## config.mk

```make
export PLATFORM = sky130hd
export DESIGN_NAME = conv_tap_accumulator
export DESIGN_NICKNAME = d
export VERILOG_FILES = /design/src/rtl/conv_tap_accumulator.sv
export SDC_FILE = /design/constraint.sdc
export NUM_CORES = 1
export LEC_CHECK = 0
export BUFFER_PORTS_ARGS = -buffer_cell sky130_fd_sc_hd__buf_4
export CAP_MARGIN = 30
export CORE_MARGIN = 3
export CORE_UTILIZATION = 45
export CTS_BUF_LIST = sky130_fd_sc_hd__clkbuf_8
export DETAILED_ROUTE_END_ITERATION = 8
export PLACE_DENSITY = 0.74
export RECOVER_POWER = 50
export SLEW_MARGIN = 20
export SYNTH_ARGS = -nofsm -noshare
export SYNTH_HDL_FRONTEND = slang
export SYNTH_SLANG_ARGS = --single-unit
```

## constraint.sdc

```tcl
create_clock -name i_clk -period 5.25 [get_ports i_clk]
set_clock_uncertainty 0.15 [all_clocks]
set_input_delay 0.525 -clock i_clk [delete_from_list [all_inputs] [get_ports i_clk]]
set_output_delay 0.525 -clock i_clk [all_outputs]
set_load 0.02 [all_outputs]
```

## src/rtl/conv_tap_accumulator.sv

```systemverilog
// conv_tap_accumulator
// Sums TAPS signed products plus a bias per window, then rounds
// (round-half-up), arithmetic-shifts, saturates and optionally applies ReLU.
// The result appears three cycles after the last-tap input cycle.
//
// Ports:
//   i_clk      clock, rising edge
//   i_reset    synchronous active-high reset
//   i_valid    one tap per asserted cycle
//   i_product  signed product, sampled when i_valid=1
//   i_bias     signed bias in product scale, sampled on tap 0 only
//   i_relu_en  ReLU enable, sampled on the last tap of a window
//   i_flush    discard the partial window (a same-cycle tap becomes tap 0)
//   o_out      signed activation, holds between pulses
//   o_valid    one-cycle pulse per completed window
//   o_sat      clamp occurred for o_out; 0 whenever o_valid=0
module conv_tap_accumulator #(
  parameter int unsigned PROD_WIDTH = 36,
  parameter int unsigned TAPS       = 9,
  parameter int unsigned ACC_WIDTH  = 40,
  parameter int unsigned FRAC_SHIFT = 14,
  parameter int unsigned OUT_WIDTH  = 18
) (
  input  logic                  i_clk,
  input  logic                  i_reset,
  input  logic                  i_valid,
  input  logic [PROD_WIDTH-1:0] i_product,
  input  logic [PROD_WIDTH-1:0] i_bias,
  input  logic                  i_relu_en,
  input  logic                  i_flush,
  output logic [OUT_WIDTH-1:0]  o_out,
  output logic                  o_valid,
  output logic                  o_sat
);

  localparam int unsigned CNT_W = (TAPS > 1) ? $clog2(TAPS) : 1;
  localparam int unsigned EXT_W = ACC_WIDTH - PROD_WIDTH;
  localparam logic [CNT_W-1:0] LAST_TAP = CNT_W'(TAPS - 1);
  localparam logic signed [ACC_WIDTH-1:0] RND_HALF = ACC_WIDTH'(1) << (FRAC_SHIFT - 1);
  localparam logic signed [ACC_WIDTH-1:0] OUT_MAX =
    {{(ACC_WIDTH - OUT_WIDTH + 1){1'b0}}, {(OUT_WIDTH - 1){1'b1}}};
  localparam logic signed [ACC_WIDTH-1:0] OUT_MIN =
    {{(ACC_WIDTH - OUT_WIDTH + 1){1'b1}}, {(OUT_WIDTH - 1){1'b0}}};

  // Stage 1: tap accumulation
  logic [CNT_W-1:0]            tap_cnt_q, tap_cnt_d;
  logic signed [ACC_WIDTH-1:0] acc_q, acc_d;
  logic signed [ACC_WIDTH-1:0] sum_q, sum_d;
  logic                        sum_v_q, sum_v_d;
  logic                        relu_q, relu_d;
  // Stage 2: round and shift; ReLU enable travels with its window
  logic signed [ACC_WIDTH-1:0] rnd_q, rnd_d;
  logic                        rnd_v_q, rnd_v_d;
  logic                        rnd_relu_q, rnd_relu_d;
  // Stage 3: saturate and ReLU
  logic [OUT_WIDTH-1:0]        out_q, out_d;
  logic                        valid_q, valid_d;
  logic                        sat_q, sat_d;

  // Datapath helpers
  logic [CNT_W-1:0]            cur_cnt;
  logic signed [ACC_WIDTH-1:0] prod_ext, bias_ext, acc_base, acc_next, rnd_sum;
  logic                        ovf_hi, ovf_lo;
  logic [OUT_WIDTH-1:0]        clamped;

  // A flush makes the current tap (if any) tap 0 of a fresh window
  assign cur_cnt  = i_flush ? '0 : tap_cnt_q;
  assign prod_ext = {{EXT_W{i_product[PROD_WIDTH-1]}}, i_product};
  assign bias_ext = {{EXT_W{i_bias[PROD_WIDTH-1]}}, i_bias};
  assign acc_base = (cur_cnt == '0) ? bias_ext : acc_q;
  assign acc_next = acc_base + prod_ext;

  assign rnd_sum  = sum_q + RND_HALF;

  assign ovf_hi   = rnd_q > OUT_MAX;
  assign ovf_lo   = rnd_q < OUT_MIN;
  assign clamped  = ovf_hi ? OUT_MAX[OUT_WIDTH-1:0] :
                    ovf_lo ? OUT_MIN[OUT_WIDTH-1:0] : rnd_q[OUT_WIDTH-1:0];

  // Next-state logic for all three stages
  always_comb begin
    tap_cnt_d  = tap_cnt_q;
    acc_d      = acc_q;
    sum_d      = sum_q;
    sum_v_d    = 1'b0;
    relu_d     = relu_q;
    rnd_d      = rnd_q;
    rnd_v_d    = sum_v_q;
    rnd_relu_d = rnd_relu_q;
    out_d      = out_q;
    valid_d    = rnd_v_q;
    sat_d      = 1'b0;

    if (i_flush) begin
      tap_cnt_d = '0;
    end
    if (i_valid) begin
      if (cur_cnt == LAST_TAP) begin
        tap_cnt_d = '0;
        sum_d     = acc_next;
        sum_v_d   = 1'b1;
        relu_d    = i_relu_en;
      end else begin
        tap_cnt_d = cur_cnt + CNT_W'(1);
        acc_d     = acc_next;
      end
    end

    if (sum_v_q) begin
      rnd_d      = rnd_sum >>> FRAC_SHIFT;
      rnd_relu_d = relu_q;
    end

    if (rnd_v_q) begin
      out_d = (rnd_relu_q && clamped[OUT_WIDTH-1]) ? '0 : clamped;
      sat_d = ovf_hi | ovf_lo;
    end
  end

  // State registers
  always_ff @(posedge i_clk) begin
    if (i_reset) begin
      tap_cnt_q  <= '0;
      acc_q      <= '0;
      sum_q      <= '0;
      sum_v_q    <= 1'b0;
      relu_q     <= 1'b0;
      rnd_q      <= '0;
      rnd_v_q    <= 1'b0;
      rnd_relu_q <= 1'b0;
      out_q      <= '0;
      valid_q    <= 1'b0;
      sat_q      <= 1'b0;
    end else begin
      tap_cnt_q  <= tap_cnt_d;
      acc_q      <= acc_d;
      sum_q      <= sum_d;
      sum_v_q    <= sum_v_d;
      relu_q     <= relu_d;
      rnd_q      <= rnd_d;
      rnd_v_q    <= rnd_v_d;
      rnd_relu_q <= rnd_relu_d;
      out_q      <= out_d;
      valid_q    <= valid_d;
      sat_q      <= sat_d;
    end
  end

  assign o_out   = out_q;
  assign o_valid = valid_q;
  assign o_sat   = sat_q;

endmodule

```

==> metrics <==
IO Port Bufs 96; fmax approximately 220 MHz; drt pass-1 iters 5; grt total ovfl 0; most frequent cell after synthesis dfxtp_1; share of the synthesized area in the top cell type a little under a third; post-synthesis async set-or-reset flop share 0%; max-capacitance violation count 1; Worst EP arrival roughly 4.5 ns; crit path launch type flop; Yosys Warn Count 0; io pins 97; TritonCTS clock tree built; Tightest Pin Transition between 3 and 4 ns; CTS Buf Count 17; Final Hold Violating Endpoints 0; total area of sequential cells ~0.0024 mm2; Post-Synthesis Cells a little under 1000; fin worst setup slack approximately 0.8 ns; Hold Path Sink tap_cnt_q[3]$_SDFF_PP0_; Period minus WS final roughly 4.5 ns; RSZ-0062 raised after global routing no; Pleak between 3 and 4 nW; number of enable flip-flop cells after synthesis 0; Hold Crit Depth 2; Hold Crit Class in -> reg; Final TNS setup 0 ns; register area share after synthesis 31.4%; final-report max-slew violation count 95; wire per inst 15.4 um; worst-case clock buffer depth 2; PostCTS Resize Cnt 0; Synth cell types 66; status finished, violations left; total track usage between 20% and 30%; full die area around 0.019 mm2; setup slack, reg-to-reg between 0.7 and 0.8 ns; failing checks capacitance limit, slew limit; DRC Markers 0; Avg Inst Size Synth 7.99 um2; Diodes inserted 0; vias between 7000 and 8000; vias per std cell about 5.6; final instance area between 0.008 and 0.009 mm2; Setup Fix Bufs, Post-CTS 0; Mapped Area approximately 0.0077 mm2; Pwr Total around 2.4 mW; CP max stage cell o21ai_4; CTS root buf clkbuf_8; R2R depth 13; fillers 1666; Synth Register Bits 121; pre-CTS setup slack around 0.65 ns; width of the die between 100 and 150 um; cell mode on critical path a211oi_1; CP cell instances nor2_1 -> o21ai_4 -> buf_4 -> mux2_2 -> ha_1 -> a21oi_2 -> nand2_1 -> a221oi_4 -> a211oi_1 -> nor4_2 -> o31ai_1 -> xnor2_1 -> a211oi_1; Critical R2R Launch tap_cnt_q[3]$_SDFF_PP0_; reg-to-reg endpoint sum_q[32]$_SDFFE_PP0P_; family with the most delay on the worst path compound AO/OA/AOI/OAI gates; Worst EP required 5.24 ns; routability cong. a little under 0.9; Synth top cells by count 121 x dfxtp_1, 110 x nand2_1, 98 x a21oi_1; DIE HEIGHT roughly 140 um; worst vdd ir ~160 uV; Synth area leader dfxtp_1; CP bufs+invs 1; Synth Net Count between 1000 and 1500; share of cells above drive strength 1 between 10% and 20%; largest net degree at the start of global routing 95; core area between 0.015 and 0.02 mm2; Util after Layout between 50% and 60%; DR iter-0 viols 462; Clock Latency Late Sink approximately 0.45 ns; initial antenna violation count 0; clk sink count 121; max incr delay on CP around 0.62 ns; # rows 47; Synth area leaders dfxtp_1 31%, ha_1 7.0%, a21oi_1 6.4%; multi-input logic area about 0.0050 mm2; first-pass GRT wire length ~32000 um; Layout Nets ~1200; CP max FO 23; final period utilization between 80 and 90%; synthesis-to-layout area growth 14.9%; Min-Delay Startpoint i_flush; hpwl dp 14100 um; vias in the first global route about 6500; top_reg_cell synth dfxtp_1; slew margin rel. -150%; total wire length 19400 um; CP Capture Type flop; DRT antenna net count 0; CTS Hold Bufs 0; Clk pin slew, worst setup/hold paths roughly 0.07 ns; setup violators final 0; Crit Path Category reg -> reg; PD cells 267 mW/mm2; DP Area 0.00856 mm2; Initial Util a little under half; H-tree levels 4
[worst max-delay path by stage]
stage	from	endpoint	slack (ns)	cells past startpoint
after detailed placement	i_flush	acc_q[33]$_SDFFE_PP0P_	0.65	15
after CTS	tap_cnt_q[3]$_SDFF_PP0_	acc_q[33]$_SDFFE_PP0P_	0.90	13
after global routing	i_reset	sum_q[39]$_SDFFE_PP0P_	0.35	5
after floorplan	i_flush	acc_q[34]$_SDFFE_PP0P_	0.93	15
final	tap_cnt_q[3]$_SDFF_PP0_	sum_q[32]$_SDFFE_PP0P_	0.78	13
after global placement	i_flush	acc_q[32]$_SDFFE_PP0P_	0.76	15
[per-stage QoR]
stage / hold slack, ns / cells
floorplan: 0.278 / 966
global placement: 0.288 / 1230
detailed placement: 0.295 / 1230
CTS: 0.140 / 1261
global route: 0.167 / 1263
finish: 0.163 / 1263
[per-layer routing]
metal | GRT usage [%] | routed length, um | vias to the layer above
met5 | 0 | 0 | -
met3 | 3.90 | 965 | 34
met4 | 8.54 | 482 | 0
li1 | - | - | 3648
met1 | 28.6 | 9450 | 3249
met2 | 32.1 | 8500 | 201
[where the power goes]
| group | internal, mW | switching, mW | total, mW |
|---|---|---|---|
| Clock | 0.399 | 0.369 | 0.768 |
| Combinational | 0.259 | 0.360 | 0.619 |
| Sequential | 0.957 | 0.0211 | 0.978 |
[cell usage in the layout (no fill, tap or decap), types with 4 or more instances in the layout]
cell / count
ha_1: 43
clkbuf_8: 20
a21oi_2: 5
a211oi_1: 38
mux2_2: 35
a21o_1: 16
or4_1: 5
o21ai_1: 9
or3_1: 14
xnor2_1: 23
nor2_1: 76
inv_1: 23
o31ai_1: 5
nand2_1: 110
nand4_1: 20
o2111ai_1: 4
and3_1: 9
o21bai_1: 4
nor3_1: 12
buf_4: 82
o21ai_0: 39
nand3_1: 38
a311oi_1: 5
o211ai_1: 13
a31oi_1: 4
xor2_1: 19
a21oi_1: 98
nand3b_1: 20
o21a_1: 12
nor2b_1: 6
clkbuf_1: 21
nand2b_1: 31
dfxtp_1: 121
[logic make-up (layout without fill, tap and decap cells)]
group | after synthesis | in the layout | share of synthesized area, %
fa+ha+maj | 44 | 44 | 7.23
simple gates | 360 | 360 | 23.0
compound gates | 283 | 283 | 24.2
flops | 121 | 121 | 31.4
mux | 37 | 37 | 5.37
buf+inv | 79 | 156 | 4.02
xor+xnor | 42 | 42 | 4.77
[registers in the layout (all words and copies together) (netlist names)]
register and cells:
o_valid 1, rnd_v_d 1, o_out 18, sum_q 27, acc_q 40, o_sat 1
tap_cnt_q 4, rnd_v_q 1, rnd_relu_q 1, relu_q 1, rnd_q 26
[final cells by class]
type	instances	area share (%)
clock buffer	20	3.11
clock inverter	11	0.946
inverter	19	0.805
multi-input combinational	766	56.6
sequential	121	27.3
tap	220	3.11
timing repair buffer	106	8.15
Power figures use the tool's default switching activity.
